<file path="src/rtl/uart_rx_matrix_loader_pkg.sv">
// Shared constants and state encodings for the UART matrix loader.
package uart_rx_matrix_loader_pkg;

  localparam logic [7:0] SYNC_BYTE_DEF    = 8'hA5;
  localparam int         CLKS_PER_BIT_DEF = 1250;
  localparam int         N_ELEM_DEF       = 4;
  localparam int         FRAME_LEN        = 2 * N_ELEM_DEF + 2;

  typedef enum logic [1:0] {S_IDLE, S_START, S_DATA, S_STOP} bit_state_t;
  typedef enum logic [1:0] {F_SYNC, F_PAYLOAD, F_CHK} frame_state_t;

endpackage

</file>
<file path="src/rtl/uart_rx_matrix_loader_if.sv">
// Matrix handshake bundle: loader is master, consumer is slave.
interface uart_rx_matrix_loader_if #(parameter int WIDTH = 32) ();

  logic [WIDTH-1:0] act_flat;
  logic [WIDTH-1:0] wgt_flat;
  logic             matrix_valid;
  logic             matrix_ack;

  modport master (output act_flat, output wgt_flat, output matrix_valid, input matrix_ack);
  modport slave  (input act_flat, input wgt_flat, input matrix_valid, output matrix_ack);

endinterface

</file>
<file path="src/rtl/uart_rx_matrix_loader_rx.sv">
// UART 8N1 receiver: 2-flop synchronizer plus bit-level FSM.
//   state   | meaning
//   S_IDLE  | line idle, waiting for a falling edge
//   S_START | counting to the middle of the start bit
//   S_DATA  | sampling 8 data bits LSB first at mid-bit
//   S_STOP  | sampling the stop bit
module uart_rx_8n1
  import uart_rx_matrix_loader_pkg::*;
#(
  parameter int CLKS_PER_BIT = CLKS_PER_BIT_DEF
) (
  input  logic       clk,
  input  logic       rst_n,
  input  logic       i_rx,
  output logic [7:0] o_byte,
  output logic       o_byte_valid,
  output logic       o_err_frame,
  output logic       o_idle
);

  localparam int CW = $clog2(CLKS_PER_BIT);

  logic          r_sync1, r_sync2, w_rx;
  bit_state_t    r_state, w_state_n;
  logic [CW-1:0] r_cnt, w_cnt_n;
  logic [2:0]    r_bit, w_bit_n;
  logic [7:0]    r_shift, w_shift_n;
  logic [7:0]    r_byte, w_byte_n;
  logic          r_byte_valid, w_byte_valid_n;
  logic          r_err_frame, w_err_frame_n;

  assign w_rx         = r_sync2;
  assign o_byte       = r_byte;
  assign o_byte_valid = r_byte_valid;
  assign o_err_frame  = r_err_frame;
  assign o_idle       = (r_state == S_IDLE);

  // Bring the asynchronous line into the clk domain.
  always_ff @(posedge clk) begin
    if (!rst_n) begin
      r_sync1 <= 1'b1;
      r_sync2 <= 1'b1;
    end else begin
      r_sync1 <= i_rx;
      r_sync2 <= r_sync1;
    end
  end

  // Bit FSM state, counters and output registers.
  always_ff @(posedge clk) begin
    if (!rst_n) begin
      r_state      <= S_IDLE;
      r_cnt        <= '0;
      r_bit        <= '0;
      r_shift      <= '0;
      r_byte       <= '0;
      r_byte_valid <= 1'b0;
      r_err_frame  <= 1'b0;
    end else begin
      r_state      <= w_state_n;
      r_cnt        <= w_cnt_n;
      r_bit        <= w_bit_n;
      r_shift      <= w_shift_n;
      r_byte       <= w_byte_n;
      r_byte_valid <= w_byte_valid_n;
      r_err_frame  <= w_err_frame_n;
    end
  end

  // Next-state logic: down-counter expiry marks each mid-bit sample point.
  always_comb begin
    w_state_n      = r_state;
    w_cnt_n        = r_cnt;
    w_bit_n        = r_bit;
    w_shift_n      = r_shift;
    w_byte_n       = r_byte;
    w_byte_valid_n = 1'b0;
    w_err_frame_n  = 1'b0;
    case (r_state)
      S_IDLE: begin
        if (!w_rx) begin
          w_state_n = S_START;
          w_cnt_n   = CW'(CLKS_PER_BIT / 2);
        end
      end
      S_START: begin
        if (r_cnt != '0) begin
          w_cnt_n = r_cnt - 1'b1;
        end else if (w_rx) begin
          w_state_n = S_IDLE;
        end else begin
          w_state_n = S_DATA;
          w_bit_n   = '0;
          w_cnt_n   = CW'(CLKS_PER_BIT - 1);
        end
      end
      S_DATA: begin
        if (r_cnt != '0) begin
          w_cnt_n = r_cnt - 1'b1;
        end else begin
          w_shift_n = {w_rx, r_shift[7:1]};
          w_cnt_n   = CW'(CLKS_PER_BIT - 1);
          if (r_bit == 3'd7) w_state_n = S_STOP;
          else               w_bit_n   = r_bit + 1'b1;
        end
      end
      S_STOP: begin
        if (r_cnt != '0) begin
          w_cnt_n = r_cnt - 1'b1;
        end else begin
          w_state_n = S_IDLE;
          if (w_rx) begin
            w_byte_n       = r_shift;
            w_byte_valid_n = 1'b1;
          end else begin
            w_err_frame_n = 1'b1;
          end
        end
      end
      default: w_state_n = S_IDLE;
    endcase
  end

endmodule

</file>
<file path="src/rtl/uart_rx_matrix_loader.sv">
// Frame parser on top of the UART receiver: SYNC, N activations, N weights, XOR checksum.
//   state     | meaning
//   F_SYNC    | hunting for the sync byte
//   F_PAYLOAD | collecting activation then weight bytes into shadows
//   F_CHK     | waiting for the checksum byte, then publish or flag
module uart_rx_matrix_loader
  import uart_rx_matrix_loader_pkg::*;
#(
  parameter int         CLKS_PER_BIT = CLKS_PER_BIT_DEF,
  parameter int         DATA_WIDTH   = 8,
  parameter int         N_ELEM       = N_ELEM_DEF,
  parameter logic [7:0] SYNC_BYTE    = SYNC_BYTE_DEF,
  parameter int         TIMEOUT_BITS = 20
) (
  input  logic       clk,
  input  logic       rst_n,
  input  logic       i_uartrx,
  uart_rx_matrix_loader_if.master m_if,
  output logic [7:0] o_rx_byte,
  output logic       o_rx_byte_valid,
  output logic       o_err_frame,
  output logic       o_err_chk,
  output logic       o_err_overrun
);

  localparam int VW     = N_ELEM * DATA_WIDTH;
  localparam int TO_CYC = TIMEOUT_BITS * CLKS_PER_BIT;
  localparam int TW     = $clog2(TO_CYC);
  localparam int IW     = $clog2(2 * N_ELEM);
  localparam logic [TW-1:0] TO_LOAD = TW'(TO_CYC - 1);

  logic [7:0]    w_byte;
  logic          w_bv, w_ferr, w_idle, w_timeout, w_load;
  frame_state_t  r_fstate, w_fstate_n;
  logic [IW-1:0] r_idx, w_idx_n;
  logic [7:0]    r_xor, w_xor_n;
  logic [VW-1:0] r_act_sh, w_act_sh_n, r_wgt_sh, w_wgt_sh_n;
  logic [VW-1:0] r_act, w_act_n, r_wgt, w_wgt_n;
  logic          r_valid, w_valid_n;
  logic          r_err_chk, w_err_chk_n, r_err_ovr, w_err_ovr_n;
  logic [TW-1:0] r_to_cnt, w_to_n;

  uart_rx_8n1 #(.CLKS_PER_BIT(CLKS_PER_BIT)) u_rx (
    .clk         (clk),
    .rst_n       (rst_n),
    .i_rx        (i_uartrx),
    .o_byte      (w_byte),
    .o_byte_valid(w_bv),
    .o_err_frame (w_ferr),
    .o_idle      (w_idle)
  );

  assign o_rx_byte         = w_byte;
  assign o_rx_byte_valid   = w_bv;
  assign o_err_frame       = w_ferr;
  assign o_err_chk         = r_err_chk;
  assign o_err_overrun     = r_err_ovr;
  assign m_if.act_flat     = r_act;
  assign m_if.wgt_flat     = r_wgt;
  assign m_if.matrix_valid = r_valid;

  // Timeout only matters mid-frame while the receiver sits idle.
  assign w_timeout = (r_fstate != F_SYNC) && w_idle && (r_to_cnt == '0);

  // Frame FSM, shadows, published vectors and error pulses.
  always_ff @(posedge clk) begin
    if (!rst_n) begin
      r_fstate  <= F_SYNC;
      r_idx     <= '0;
      r_xor     <= '0;
      r_act_sh  <= '0;
      r_wgt_sh  <= '0;
      r_act     <= '0;
      r_wgt     <= '0;
      r_valid   <= 1'b0;
      r_err_chk <= 1'b0;
      r_err_ovr <= 1'b0;
      r_to_cnt  <= '0;
    end else begin
      r_fstate  <= w_fstate_n;
      r_idx     <= w_idx_n;
      r_xor     <= w_xor_n;
      r_act_sh  <= w_act_sh_n;
      r_wgt_sh  <= w_wgt_sh_n;
      r_act     <= w_act_n;
      r_wgt     <= w_wgt_n;
      r_valid   <= w_valid_n;
      r_err_chk <= w_err_chk_n;
      r_err_ovr <= w_err_ovr_n;
      r_to_cnt  <= w_to_n;
    end
  end

  // Frame parsing, timeout down-counter and valid/ack handshake.
  always_comb begin
    w_fstate_n  = r_fstate;
    w_idx_n     = r_idx;
    w_xor_n     = r_xor;
    w_act_sh_n  = r_act_sh;
    w_wgt_sh_n  = r_wgt_sh;
    w_act_n     = r_act;
    w_wgt_n     = r_wgt;
    w_valid_n   = r_valid;
    w_err_chk_n = 1'b0;
    w_err_ovr_n = 1'b0;
    w_load      = 1'b0;
    w_to_n      = r_to_cnt;

    if (r_fstate == F_SYNC || !w_idle) w_to_n = TO_LOAD;
    else if (r_to_cnt != '0)           w_to_n = r_to_cnt - 1'b1;

    case (r_fstate)
      F_SYNC: begin
        if (w_bv && w_byte == SYNC_BYTE) begin
          w_fstate_n = F_PAYLOAD;
          w_idx_n    = '0;
          w_xor_n    = '0;
        end
      end
      F_PAYLOAD: begin
        if (w_ferr || w_timeout) begin
          w_fstate_n = F_SYNC;
        end else if (w_bv) begin
          w_xor_n = r_xor ^ w_byte;
          for (int i = 0; i < N_ELEM; i++) begin
            if (r_idx == IW'(i))          w_act_sh_n[i*DATA_WIDTH +: DATA_WIDTH] = w_byte;
            if (r_idx == IW'(i + N_ELEM)) w_wgt_sh_n[i*DATA_WIDTH +: DATA_WIDTH] = w_byte;
          end
          if (r_idx == IW'(2 * N_ELEM - 1)) w_fstate_n = F_CHK;
          else                              w_idx_n    = r_idx + 1'b1;
        end
      end
      F_CHK: begin
        if (w_ferr || w_timeout) begin
          w_fstate_n = F_SYNC;
        end else if (w_bv) begin
          w_fstate_n = F_SYNC;
          if (w_byte != r_xor)                   w_err_chk_n = 1'b1;
          else if (!r_valid || m_if.matrix_ack)  w_load      = 1'b1;
          else                                   w_err_ovr_n = 1'b1;
        end
      end
      default: w_fstate_n = F_SYNC;
    endcase

    // A load in the same cycle as an ack wins, so valid stays high with new data.
    if (w_load) begin
      w_act_n   = r_act_sh;
      w_wgt_n   = r_wgt_sh;
      w_valid_n = 1'b1;
    end else if (r_valid && m_if.matrix_ack) begin
      w_valid_n = 1'b0;
    end
  end

endmodule

</file>
<file path="src/flat_wrapper.sv">
// flat-port wrapper written by rule: the top's interface ports become plain ports
module uart_rx_matrix_loader_flat import uart_rx_matrix_loader_pkg::*;
#(
  parameter int         CLKS_PER_BIT = CLKS_PER_BIT_DEF,
  parameter int         DATA_WIDTH   = 8,
  parameter int         N_ELEM       = N_ELEM_DEF,
  parameter logic [7:0] SYNC_BYTE    = SYNC_BYTE_DEF,
  parameter int         TIMEOUT_BITS = 20
)
  (clk, rst_n, i_uartrx, o_rx_byte, o_rx_byte_valid, o_err_frame, o_err_chk, o_err_overrun, m_if_act_flat, m_if_wgt_flat, m_if_matrix_valid, m_if_matrix_ack);
  uart_rx_matrix_loader_if #(.WIDTH(32)) m_if_i ();
  input  logic clk;
  input  logic rst_n;
  input  logic i_uartrx;
  output logic [7:0] o_rx_byte;
  output logic o_rx_byte_valid;
  output logic o_err_frame;
  output logic o_err_chk;
  output logic o_err_overrun;
  output wire logic [$bits(m_if_i.act_flat)-1:0] m_if_act_flat;
  output wire logic [$bits(m_if_i.wgt_flat)-1:0] m_if_wgt_flat;
  output wire logic [$bits(m_if_i.matrix_valid)-1:0] m_if_matrix_valid;
  input wire logic [$bits(m_if_i.matrix_ack)-1:0] m_if_matrix_ack;
  assign m_if_act_flat = m_if_i.act_flat;
  assign m_if_wgt_flat = m_if_i.wgt_flat;
  assign m_if_matrix_valid = m_if_i.matrix_valid;
  assign m_if_i.matrix_ack = m_if_matrix_ack;
  uart_rx_matrix_loader #(.CLKS_PER_BIT(CLKS_PER_BIT), .DATA_WIDTH(DATA_WIDTH), .N_ELEM(N_ELEM), .SYNC_BYTE(SYNC_BYTE), .TIMEOUT_BITS(TIMEOUT_BITS)) u_core (.clk(clk), .rst_n(rst_n), .i_uartrx(i_uartrx), .m_if(m_if_i), .o_rx_byte(o_rx_byte), .o_rx_byte_valid(o_rx_byte_valid), .o_err_frame(o_err_frame), .o_err_chk(o_err_chk), .o_err_overrun(o_err_overrun));
endmodule
</file>
<file path="config.mk">
export PLATFORM = sky130hd
export DESIGN_NAME = uart_rx_matrix_loader_flat
export DESIGN_NICKNAME = d
export VERILOG_FILES = /design/src/rtl/uart_rx_matrix_loader_pkg.sv /design/src/rtl/uart_rx_matrix_loader_if.sv /design/src/rtl/uart_rx_matrix_loader_rx.sv /design/src/rtl/uart_rx_matrix_loader.sv /design/src/flat_wrapper.sv
export SDC_FILE = /design/constraint.sdc
export NUM_CORES = 1
export LEC_CHECK = 0
export BUFFER_PORTS_ARGS = -buffer_cell sky130_fd_sc_hd__buf_4
export CAP_MARGIN = 40
export CELL_PAD_IN_SITES_DETAIL_PLACEMENT = 0
export CELL_PAD_IN_SITES_GLOBAL_PLACEMENT = 1
export CORE_UTILIZATION = 47
export CTS_BUF_LIST = sky130_fd_sc_hd__clkbuf_8
export CTS_CLUSTER_SIZE = 24
export DETAILED_ROUTE_END_ITERATION = 16
export PLACE_DENSITY_LB_ADDON = 0.25
export SLEW_MARGIN = 5
export SYNTH_ARGS = -nofsm -noshare
export SYNTH_HDL_FRONTEND = slang
export SYNTH_SLANG_ARGS = --single-unit
export TNS_END_PERCENT = 30
</file>
<file path="constraint.sdc">
create_clock -name clk -period 2.9 [get_ports clk]
set_input_delay 0.145 -clock clk [delete_from_list [all_inputs] [get_ports clk]]
set_output_delay 0.145 -clock clk [all_outputs]
set_load 0.05 [all_outputs]
</file>
# ---- After elaboration in Yosys (flattened, before gate mapping)
# Cells that the tools add are included.
dict set report classes {
  mux 47
  n_eq_ne 31
  n_reduce_logical 40
  n_bitwise 7
  n_addsub 4
}
# op n
set op_table {}
lappend op_table {{11-bit two-way mux} 5}
lappend op_table {{11-bit one-hot mux with 4 select lines} 1}
lappend op_table {{4-bit AND reduction} 10}
lappend op_table {{15-bit two-way mux} 2}
lappend op_table {{2-bit two-way mux} 12}
lappend op_table {{3-bit two-way mux} 8}
lappend op_table {{8-bit two-way mux} 3}
lappend op_table {{2-bit inequality test, second input constant} 12}
lappend op_table {{8-bit one-hot mux with 2 select lines} 1}
lappend op_table {{3-bit == test, second input constant} 5}
lappend op_table {{15-bit zero test} 1}
lappend op_table {{5-bit AND reduction} 3}
lappend op_table {{15-bit nonzero test} 1}
lappend op_table {{15-bit by 1-bit subtractor with 15-bit output, second input constant} 1}
lappend op_table {{3-bit one-hot mux with 2 select lines} 2}
lappend op_table {{1-bit two-way mux} 11}
lappend op_table {{11-bit nonzero test} 1}
lappend op_table {{11-bit by 1-bit subtractor with 11-bit output, second input constant} 1}
lappend op_table {{2-bit nonzero test} 5}
lappend op_table {{8-bit == test, second input constant} 1}
lappend op_table {{8-bit inequality test} 1}
lappend op_table {{2-bit one-hot mux with 4 select lines} 1}
lappend op_table {{8-bit bitwise XOR} 1}
lappend op_table {{3-bit by 1-bit adder with 3-bit output, second input constant} 2}
lappend op_table {{other kinds (20)} 38}
dict set report totals {
  regBits 195
  elab_cells 156
}

# ---- Depth between registers and ports, before layout
# Gate-level depths: netlist of run 1.
dict set report depth {
  depth_word 8
  ltp_mapped 10
  depth_no_buf 7
}

# ---- Cells and area by module
# Synthesis of run 1 repeated with hierarchy kept, for this count alone.
dict set report hier_totals {
  cells_unflattened 904
  area_unflattened_um2 8488.1
}
# module area_each_um2 seq_area_each_um2 cells_per_inst instances
set by_module_without_submodules {}
lappend by_module_without_submodules {uart_rx_matrix_loader 6571.3 3183.1 684 1}
lappend by_module_without_submodules {uart_rx_8n1 1916.8 720.7 220 1}

# ---- Worst setup path before layout of run 1
# No wires, ideal clock.
dict set report synth_path {
  path_type {register to register}
  start {reg u_core.u_rx.r_byte_valid (netlist: u_core.u_rx.o_byte_valid)}
  end {reg u_core.r_act_sh[24]}
  setup_slack_ns 0.809
  path_buffers 1
  arrival_ns 1.959
  synth_period_minus_slack_ns 2.091
  stages_incl_launch_ff 7
  setup_time_ns 0.132
  cell_sequence {dfxtp_1 -> nor2b_1 -> nor2b_1 -> buf_2 -> a21boi_1 -> nand2_1 -> mux2i_1}
}
dict set report synth_via {
  elab_chain_len 1
}
# element line
set synth_rtl {}
lappend synth_rtl {{start, declared} uart_rx_matrix_loader_rx.sv:29} ;# logic r_byte_valid, w_byte_valid_n;
lappend synth_rtl {{start signal, assigned} uart_rx_matrix_loader_rx.sv:65} ;# r_byte_valid <= w_byte_valid_n;
lappend synth_rtl {{4-bit AND reduction (no line)} n/a}
lappend synth_rtl {{end signal, assigned} uart_rx_matrix_loader.sv:83} ;# r_act_sh <= w_act_sh_n;
lappend synth_rtl {{end, declared} uart_rx_matrix_loader.sv:37} ;# logic [VW-1:0] r_act_sh, w_act_sh_n, r_wgt_sh, w_wgt_sh_n;
# No other way between the ends.
# A chain may end at the register's enable or synchronous reset.

# ---- Worst setup path in the final report of run 1
dict set report layout_path {
  start {reg u_core.r_to_cnt[0]}
  end {reg u_core.r_wgt[28] (netlist: u_core.m_if.wgt_flat[28])}
}
dict set report layout_via {
  elab_chain_len 5
}
# element line
set layout_rtl {}
lappend layout_rtl {{start, declared} uart_rx_matrix_loader.sv:41} ;# logic [TW-1:0] r_to_cnt, w_to_n;
lappend layout_rtl {{start signal, assigned} uart_rx_matrix_loader.sv:90} ;# r_to_cnt <= w_to_n;
lappend layout_rtl {{15-bit zero test} uart_rx_matrix_loader.sv:63} ;# assign w_timeout = (r_fstate != F_SYNC) && w_idle && (r_to_cnt == '0);
lappend layout_rtl {{1-bit logical AND} uart_rx_matrix_loader.sv:63}
lappend layout_rtl {{1-bit logical OR} uart_rx_matrix_loader.sv:134} ;# if (w_ferr || w_timeout) begin
lappend layout_rtl {{1-bit two-way mux} uart_rx_matrix_loader.sv:134}
lappend layout_rtl {{1-bit two-way mux} uart_rx_matrix_loader.sv:112} ;# case (r_fstate)
lappend layout_rtl {{end signal, assigned} uart_rx_matrix_loader.sv:86} ;# r_wgt <= w_wgt_n;
lappend layout_rtl {{end, declared} uart_rx_matrix_loader.sv:38} ;# logic [VW-1:0] r_act, w_act_n, r_wgt, w_wgt_n;
# No other way between the ends.

==> out/metrics.cfg, run 1 <==
[routing]
wire_per_inst_um = 15.1
drt_wl_total_mm = 18.0
drcViolationCount = 0
num_vias = 6231
drtIter0Drc = 279
avgViaCountPerCell = 5.22
first_pass_iters = 5
ant_nets = 0

[timing]
period_share_pct = 82.7
drv_slew = 0
setup_viol = 0
max-slew-margin-rel_pct = 46.4
tightest_slew_ps = 805
finalHoldViolCount = 0
max_freq_mhz = 417
finalSetupTns_ps = 0
layout_setup_ws_ps = 502
period_needed_ps = 2400
clock_skew_ps = 11.6
worst_hold_slack_ps = 82.5
rsz0062_at_grt = no

[yosys]
syn-cell-area_um2 = 8340
synth_top_cell_by_area = dfxtp_1
yosys_register_bits = 195
ys_types = 57
ys.flop_type = dfxtp_1
yosysMostFrequentCell = dfxtp_1
syn_inst = 889
synth_edf_count = 0
ys_top_cells_by_area = dfxtp_1 47%, mux2i_1 16%, nand2_1 7.6%, nor2_1 4.1%, ha_1 2.6%
ys_warn_count = 0
syn_area_per_cell_um2 = 9.38
seq_area_frac_synth_pct = 46.8
synth_top_area_share_pct = 46.8
synthTopCellsByCount = 195 x dfxtp_1, 169 x nand2_1, 137 x mux2i_1, 91 x nor2_1, 41 x clkbuf_1
syn_nets = 910
async_flop_share_pct = 0

[clock_network]
root_buffer = clkbuf_8
postCtsSetupBuffers = 0
htreeDepth = 4
cts-resized-gates = 0
clock_latency_ps = 470
cts_tree = yes
clk_pin_slew_ps = 100
cts.sinks = 195
clockBufferDepth = 2
cts_hold_buf = 2
cts_made_buffers = 17

[placement]
place.gp.congestion = 0.825
place_hpwl_mm = 11.7
place_ws_ps = 505
dp.cells = 1161
io_buffers = 80
dpl-instance-area_um2 = 9150

[global_route]
grt_overflow_total = 0
grt_max_degree = 48
grt_pass1_wl_mm = 29.4
grt_pass1_vias = 5871
antenna_found_initial = 0
grt_usage_pct = 20.5

[finish]
drive_gt1_share_pct = 15.7
stdcell_count = 1194
diodes = 0
n_fill_cell = 1607
final_util_pct = 55.2
syn_to_final_growth_pct = 14.6
design_area_um2 = 9560
nets = 978

[power]
power_mw = 5.50
powerDensity_nw_per_um2 = 576
p_leak_nw = 4.02
vdd_drop_max_uv = 352

[floorplanning]
placementRows = 48
start_util_pct = 48.2
die_h_um = 135
die_x_um = 135
dieArea_um2 = 18300
core_area_um2 = 17300
num_io_pins = 81

[min_path]
hp-class = input pin to register

[job]
cap_viol_max_count = 0

[worst_setup_path]
worst_setup_path_end_kind = register
cp.required_ps = 3310
cpPeakStageDelay_ps = 400
crit_path_start_kind = register
critical_path_buf_inv_count = 2
critical_path_class = register to register
crit_family = simple AND/OR/NAND/NOR gates
crit_fanout = 36
cp_cell_sequence = inv_1 -> ha_1 -> nor4b_2 -> and4b_1 -> a21oi_1 -> nor3b_2 -> buf_12 -> mux2i_1
crit_arrival_ps = 2800
slowest_stage = nor3b_2

[status]
status = finished clean

## area by class of cell
type                       instances  area (um2)  share of cell area (%)
multi-input combinational        622        4110                    43.0
clock inverter                    14         153                    1.60
sequential                       195        3900                    40.9
timing repair buffer             105         818                    8.56
inverter                          16        60.1                   0.629
clock buffer                      17         234                    2.45
tap                              225         282                    2.95
## cell usage in the layout (no fill, tap or decap), types with 3 or more instances in the layout
master	n
a31oi_1	7
o2111ai_4	4
a21oi_1	34
or4_1	3
mux2i_1	137
inv_6	4
clkinv_2	3
clkbuf_8	17
a221o_1	11
clkinvlp_4	3
nor3b_1	11
o31ai_1	4
nor2b_1	12
nor2_1	91
nor3_1	4
dfxtp_1	195
inv_1	15
buf_4	101
o21ai_0	10
nand3_1	21
nor4_1	3
nand2b_1	8
ha_1	17
nand3b_1	3
nand4_1	7
xor2_1	20
a211oi_1	3
nand2_1	169
## sequential cells by signal (all words and copies together) (netlist names), 3 cells and up, named ones only
signal                count
u_core.m_if.wgt_flat     32
u_core.r_idx              3
u_core.r_wgt_sh          32
u_core.m_if.act_flat     32
u_core.r_xor              8
u_core.r_act_sh          32
u_core.u_rx.o_byte        8
u_core.u_rx.r_bit         3
u_core.u_rx.r_shift       8
u_core.r_to_cnt          15
u_core.u_rx.r_cnt        11
## routing by layer
metal  global-route usage (%)  up-vias  wire, um
li1                         -     3168         -
met1                     27.8     2926      9020
met2                     32.7      122      8130
met3                     3.33       15       558
met4                     7.93        0       265
met5                        0        -         0
## report_power, final
part           switching [mW]  total (mW)  leakage [nW]  internal (mW)
Combinational           0.583       0.939          2.25          0.356
Sequential             0.0690        2.82          1.58           2.75
Clock                   0.976        1.75         0.191          0.773
## cells by family after synthesis
group / Yosys count / share of synthesized area [%]
xor+xnor: 22 / 2.31
simple gates: 355 / 19.7
flops: 195 / 46.8
buf+inv: 72 / 3.99
mux: 137 / 16.4
fa+ha+maj: 17 / 2.55
compound gates: 91 / 8.19
## path summary, 6_finish.rpt
kind | start | endpoint | slack [ps] | cells past startpoint
setup / recovery | u_core.r_to_cnt[0] | u_core.m_if.wgt_flat[28] | 500 | 8
hold / removal | rst_n | u_core.r_to_cnt[1] | 80 | 2
setup reg to reg | u_core.r_to_cnt[0] | u_core.m_if.wgt_flat[28] | 500 | 8
hold reg to reg | u_core.u_rx.r_sync1 | u_core.u_rx.r_sync2 | 450 | 1
## worst reg2reg max path: stages, from the launching register on
cell	delay [ps]
dfxtp_1	340
inv_1	80
ha_1	200
nor4b_2	170
and4b_1	280
a21oi_1	310
nor3b_2	400
buf_12	300
mux2i_1	250
No activity file was read; power rests on OpenSTA's default activity.
==> inputs of run 2 (changes only) <==
Settings changed: CORE_UTILIZATION 47 to 43.
Clock period 2.9 ns to 2.15 ns, I/O delays scaled along.
==> run 2 against run 1 <==
Net effect: combinational power increased by 57%; routed wire length up 4.7%; sequential share of layout area down 2.9 points; clock power increased by 31%; critical path depth is the same; count of clock-buffer cells in the layout did not move; largest power group unchanged; design area rose by 7.8%; core utilization fell by 0.53 points; global-route usage down 1.0 points; die area is 9.2% higher; setup slack lost 480 ps; non-clock buffer count up 59.
==> out/metrics.cfg, run 2 (synthesized netlist as in run 1, its figures left out) <==
[finish]
syn_to_final_growth_pct = 23.6  ; was 14.6%
seq_area_um2 = 3910  ; was 3900 um2
drive_gt1_share_pct = 21.4  ; was 15.7%
final_util_pct = 54.7  ; was 55.2%
diodes = 0  ; unchanged
multiInputGateArea_um2 = 4140  ; was 4110 um2
nets = 1037  ; was 978
n_fill_cell = 1750  ; was 1607
design_area_um2 = 10300  ; was 9560 um2
stdcell_count = 1289  ; was 1194
final_common_cell = dfxtp_1  ; unchanged
mostFrequentLayoutCells = 192 x dfxtp_1, 169 x nand2_1, 142 x buf_4  ; was 195 x dfxtp_1, 169 x nand2_1, 137 x mux2i_1

[global_route]
antenna_found_initial = 0  ; unchanged
grt_pass1_vias = 6100  ; was 5871
grt_overflow_total = 0  ; unchanged
grt_max_degree = 55  ; was 48
grt_usage_pct = 19.5  ; was 20.5%
grt_pass1_wl_mm = 30.7  ; was 29.4 mm

[worst_setup_path]
cp.required_ps = 2510  ; was 3310 ps
cpMostUsedCell = buf_6
worst_setup_path_end_kind = register  ; unchanged
cpPeakStageDelay_ps = 540  ; was 400 ps
crit_fanout = 6  ; was 36
cp_cell_sequence = or4_4 -> and4b_2 -> a21oi_4 -> nor3b_4 -> buf_6 -> buf_12 -> buf_6 -> o21a_1  ; was inv_1 -> ha_1 -> nor4b_2 -> and4b_1 -> a21oi_1 -> nor3b_2 -> buf_12 -> mux2i_1
slowest_stage = or4_4  ; was nor3b_2
crit_arrival_ps = 2490  ; was 2800 ps
critical_path_class = register to register  ; unchanged
crit_path_start_kind = register  ; unchanged

[timing]
finalHoldViolCount = 0  ; unchanged
setup_viol = 0  ; unchanged
layout_setup_ws_ps = 18.9  ; was 502 ps
tightest_slew_ps = 790  ; was 805 ps
clock_skew_ps = 13.4  ; was 11.6 ps
max_freq_mhz = 469  ; was 417 MHz
period_needed_ps = 2130  ; was 2400 ps
finalSetupTns_ps = 0  ; unchanged
rsz0062_at_grt = yes  ; was no
period_share_pct = 99.1  ; was 82.7%
worst_hold_slack_ps = 121  ; was 82.5 ps
max-slew-margin-rel_pct = 47.3  ; was 46.4%
drv_slew = 0  ; unchanged

[routing]
wl_met2_mm = 8.72  ; was 8.13 mm
first_pass_iters = 5  ; unchanged
drtIter0Drc = 253  ; was 279
avgViaCountPerCell = 4.97  ; was 5.22
drcViolationCount = 0  ; unchanged
drt_wl_total_mm = 18.8  ; was 18.0 mm
num_vias = 6412  ; was 6231
wire_per_inst_um = 14.6  ; was 15.1 um
dr_wl_met3_um = 594  ; was 558 um
drt-met1-wl_mm = 9.23  ; was 9.02 mm
ant_nets = 0  ; unchanged
routed.top_layer = met4  ; unchanged

[clock_network]
cts.sinks = 195  ; unchanged
clk_pin_slew_ps = 100  ; about the same
htreeDepth = 4  ; unchanged
clock_latency_ps = 460  ; was 470 ps
cts_made_buffers = 17  ; unchanged
root_buffer = clkbuf_8  ; unchanged
cts_tree = yes  ; unchanged
clockBufferDepth = 2  ; unchanged

[placement]
place_hpwl_mm = 12.3  ; was 11.7 mm
dp.cells = 1245  ; was 1161
io_buffers = 80  ; unchanged
dpl-instance-area_um2 = 9660  ; was 9150 um2
place_ws_ps = -252  ; was 505 ps
place.gp.congestion = 0.789  ; was 0.825

[floorplanning]
die_x_um = 141  ; was 135 um
core_area_um2 = 18800  ; was 17300 um2
die_h_um = 141  ; was 135 um
dieArea_um2 = 19900  ; was 18300 um2
start_util_pct = 44.3  ; was 48.2%
placementRows = 50  ; was 48
num_io_pins = 81  ; unchanged

[power]
p_leak_nw = 4.40  ; was 4.02 nW
power_mw = 7.56  ; was 5.50 mW
powerDensity_nw_per_um2 = 734  ; was 576 nW/um2
vdd_drop_max_uv = 394  ; was 352 uV

[status]
status = finished clean  ; unchanged

[min_path]
hp-class = input pin to register  ; unchanged

[job]
cap_viol_max_count = 0  ; unchanged

[run 2: changes by cell type in the layout (fill, tap and decap cells not counted), sizes merged]
cell,before,now
clkinv,4,6
inv,21,23
bufinv,2,1
clkinvlp,3,1
buf,103,159
clkbuf,17,20
[run 2: worst paths after layout]
check | startpoint | end | slack [ps] | cells past startpoint
max | u_core.r_to_cnt[6] | u_core.m_if.matrix_valid | 20 | 8
min | rst_n | u_core.m_if.matrix_valid | 120 | 2
max reg2reg | u_core.r_to_cnt[6] | u_core.m_if.matrix_valid | 20 | 8
min reg2reg | u_core.u_rx.r_sync1 | u_core.u_rx.r_sync2 | 430 | 1
[run 2: final cells by class]
| type | count | share of cell area [%] |
|---|---|---|
| multi-input combinational | 622 | 40.2 |
| clock inverter | 15 | 1.40 |
| clock buffer | 17 | 2.27 |
| sequential | 195 | 37.9 |
| tap | 260 | 3.16 |
| timing repair buffer | 164 | 14.5 |
| inverter | 16 | 0.583 |
[run 2: timing repair]
| action | 4_1_cts | 5_1_grt |
|---|---|---|
| gates resized for setup | 7 | 12 |
| cloned | 1 | 3 |
| pin swaps | 0 | 3 |
| hold buffers | 2 | 0 |
| endpoints found under the hold margin | 2 | 0 |
| buffers inserted | 4 | 2 |
| setup endpoints to repair | 61 | 83 |
[run 2: critical path: cells and delay by family (launching register included)]
family / cells / cell delay [ps]
and+or+nand+nor: 3 / 1050
DFF: 1 / 320
AOI/OAI and AO/OA: 2 / 230
buffers and inverters: 3 / 430
[run 2: layer usage]
layer | up-vias | global-route usage, %
li1 | 3287 | -
met1 | 3008 | 26.5
met2 | 101 | 31.7
met3 | 16 | 2.99
met4 | 0 | 6.12
met5 | - | 0
[run 2: power by group]
part	internal (mW)	switching [mW]	total, mW
combinational	0.636	0.834	1.47
sequential	3.71	0.0879	3.79
clock	0.950	1.35	2.30
==> inputs of run 3 (changes only) <==
Settings changed: BUFFER_PORTS_ARGS -buffer_cell sky130_fd_sc_hd__buf_4 to default, CORE_UTILIZATION 43 to 46, DONT_BUFFER_PORTS from default to 1.
==> run 3 against run 2 <==
Net effect: via count rose by 2.4%; worst hold slack got worse by 39 ps; combinational power down 5%; the flow now finishes with violations (setup timing); critical endpoint is now u_core.m_if.wgt_flat[28]; register-to-register slack got worse by 20 ps; highest routed layer unchanged; critical path type unchanged; routed wire length grew 9.5%.
==> out/metrics.cfg, run 3 (synthesized netlist as in run 1, its figures left out) <==
[status]
status = finished with violations  ; was finished clean
violations = setup timing

[worst_setup_path]
r2r_slack_ps = -4  ; was 20 ps
crit_arrival_ps = 2510  ; was 2490 ps
crit_path_start_kind = register  ; unchanged
reg2reg_depth = 8  ; unchanged
reg2reg_to = u_core.m_if.wgt_flat[28]  ; was u_core.m_if.matrix_valid
cp.required_ps = 2510  ; about the same
worst_setup_path_end_kind = register  ; unchanged
cpMostUsedCell = clkbuf_16  ; was buf_6
crit_fanout = 8  ; was 6
slowest_stage = or4_4  ; unchanged
critical_path_buf_inv_count = 3  ; unchanged
crit_family = simple AND/OR/NAND/NOR gates  ; unchanged
r2r-start = u_core.r_to_cnt[8]  ; was u_core.r_to_cnt[6]
cp_cell_sequence = or4_4 -> and4b_2 -> a21oi_2 -> nor3b_4 -> buf_12 -> clkbuf_16 -> clkbuf_16 -> mux2i_1  ; was or4_4 -> and4b_2 -> a21oi_4 -> nor3b_4 -> buf_6 -> buf_12 -> buf_6 -> o21a_1
cpPeakStageDelay_ps = 550  ; was 540 ps
critical_path_class = register to register  ; unchanged

[floorplanning]
placementRows = 48  ; was 50
die_h_um = 137  ; was 141 um
core_area_um2 = 17500  ; was 18800 um2
die_x_um = 137  ; was 141 um
start_util_pct = 47.7  ; was 44.3%
num_io_pins = 81  ; unchanged
dieArea_um2 = 18700  ; was 19900 um2

[routing]
wire_per_inst_um = 17.1  ; was 14.6 um
num_vias = 6563  ; was 6412
drtIter0Drc = 403  ; was 253
first_pass_iters = 5  ; unchanged
drt_wl_total_mm = 20.6  ; was 18.8 mm
avgViaCountPerCell = 5.44  ; was 4.97
ant_nets = 0  ; unchanged
drcViolationCount = 0  ; unchanged

[timing]
max_freq_mhz = 464  ; was 469 MHz
max-slew-margin-rel_pct = 46.3  ; was 47.3%
drv_slew = 0  ; unchanged
finalHoldViolCount = 0  ; unchanged
clock_skew_ps = 19.9  ; was 13.4 ps
tightest_slew_ps = 806  ; was 790 ps
period_needed_ps = 2150  ; was 2130 ps
setup_viol = 6  ; was 0
layout_setup_ws_ps = -4.14  ; was 18.9 ps
period_share_pct = 100  ; was 99.1%
rsz0062_at_grt = yes  ; unchanged

[finish]
final_util_pct = 57.7  ; was 54.7%
design_area_um2 = 10100  ; was 10300 um2
nets = 989  ; was 1037
mostFrequentLayoutCells = 190 x dfxtp_1, 169 x nand2_1, 136 x mux2i_1  ; was 192 x dfxtp_1, 169 x nand2_1, 142 x buf_4
drive_gt1_share_pct = 13.8  ; was 21.4%
final_common_cell = dfxtp_1  ; unchanged
syn_to_final_growth_pct = 21.0  ; was 23.6%
diodes = 0  ; unchanged
n_fill_cell = 1541  ; was 1750

[placement]
place_hpwl_mm = 12.5  ; was 12.3 mm
io_buffers = 0  ; was 80
dpl-instance-area_um2 = 8830  ; was 9660 um2
place.gp.congestion = 0.837  ; was 0.789
place_ws_ps = -56.9  ; was -252 ps

[global_route]
grt_pass1_wl_mm = 31.7  ; was 30.7 mm
grt_overflow_total = 0  ; unchanged
use_met3_pct = 5.67  ; was 2.99%
busiest_layer = met2  ; unchanged
grt_pass1_vias = 6369  ; was 6100
grt_util_met1_pct = 28.0  ; was 26.5%
globalRouteMet2Util_pct = 36.3  ; was 31.7%
antenna_found_initial = 0  ; unchanged
grt_usage_pct = 21.9  ; was 19.5%
grt_max_degree = 113  ; was 55

[min_path]
hold-path-cell-count = 3  ; was 2
worst_hold_startpoint = rst_n  ; unchanged
min_to = u_core.u_rx.r_cnt[5]  ; was u_core.m_if.matrix_valid
hp-class = input pin to register  ; unchanged

[clock_network]
htreeDepth = 4  ; unchanged
clk_pin_slew_ps = 100  ; about the same
root_buffer = clkbuf_8  ; unchanged
cts_made_buffers = 17  ; unchanged
cts_tree = yes  ; unchanged
clock_latency_ps = 470  ; was 460 ps
clockBufferDepth = 2  ; unchanged
cts.sinks = 195  ; unchanged

[power]
p_leak_nw = 4.01  ; was 4.40 nW
powerDensity_nw_per_um2 = 756  ; was 734 nW/um2
vdd_drop_max_uv = 681  ; was 394 uV

[job]
cap_viol_max_count = 0  ; unchanged

==> run 3: worst max path at each step <==
stage / startpoint / end / slack, ps / cells after the start
3_3_place_gp: u_core.r_to_cnt[6] / u_core.r_act_sh[8] / 50 / 5
5_1_grt: u_core.r_to_cnt[8] / u_core.m_if.act_flat[4] / -50 / 8
2_1_floorplan: u_core.u_rx.o_byte_valid / u_core.r_act_sh[24] / 60 / 6
4_1_cts: u_core.r_to_cnt[6] / u_core.r_act_sh[15] / -20 / 5
3_5_place_dp: u_core.r_to_cnt[0] / u_core.m_if.wgt_flat[7] / -60 / 9
6_report: u_core.r_to_cnt[8] / u_core.m_if.wgt_flat[28] / -4 / 8
==> run 3: final cells by class <==
cell class	count	area, um2	share of cell area (%)
Clock inverter	12	130	1.29
Tap cell	225	282	2.79
Timing Repair Buffer	115	1270	12.5
Clock buffer	20	275	2.73
Multi-Input combinational cell	623	4170	41.3
Inverter	16	60.1	0.595
Sequential cell	195	3910	38.8
==> run 3: stage by stage <==
stage	TNS (ps)	hold WS, ps	cells	power, mW
floorplan	0	184	889	4.80
global placement	0	221	1110	5.12
detailed placement	-1110	223	1110	5.17
CTS	-32.1	82.3	1187	7.63
global route	-1630	86.1	1206	7.99
finish	-9.84	81.8	1206	7.63
==> run 3: timing repair <==
item	4_1_cts	5_1_grt
hold buffers	44	1
endpoints found under the hold margin	108	7
setup endpoints to repair	61	138
resized for setup	7	18
pin swaps	1	7
cloned	0	9
buffers inserted	1	10
==> run 3: report_power, final <==
group	switching [mW]	leakage [nW]	internal (mW)
logic	0.836	2.23	0.561
clock network	1.30	0.204	1.13
registers	0.0989	1.58	3.71
total	2.23	4.01	5.40
==> run 3: worst min-delay path, stage by stage <==
cell	delay, ps
buf_16	210
o21ai_0	130
nor2_1	40
==> run 3: metal layers <==
layer	part of all wire, %	up-vias	wire length, um
met5	0	-	0
met4	1.3	0	259
met3	4.6	21	939
met2	48	132	9880
met1	46	3196	9540
li1	-	3214	-
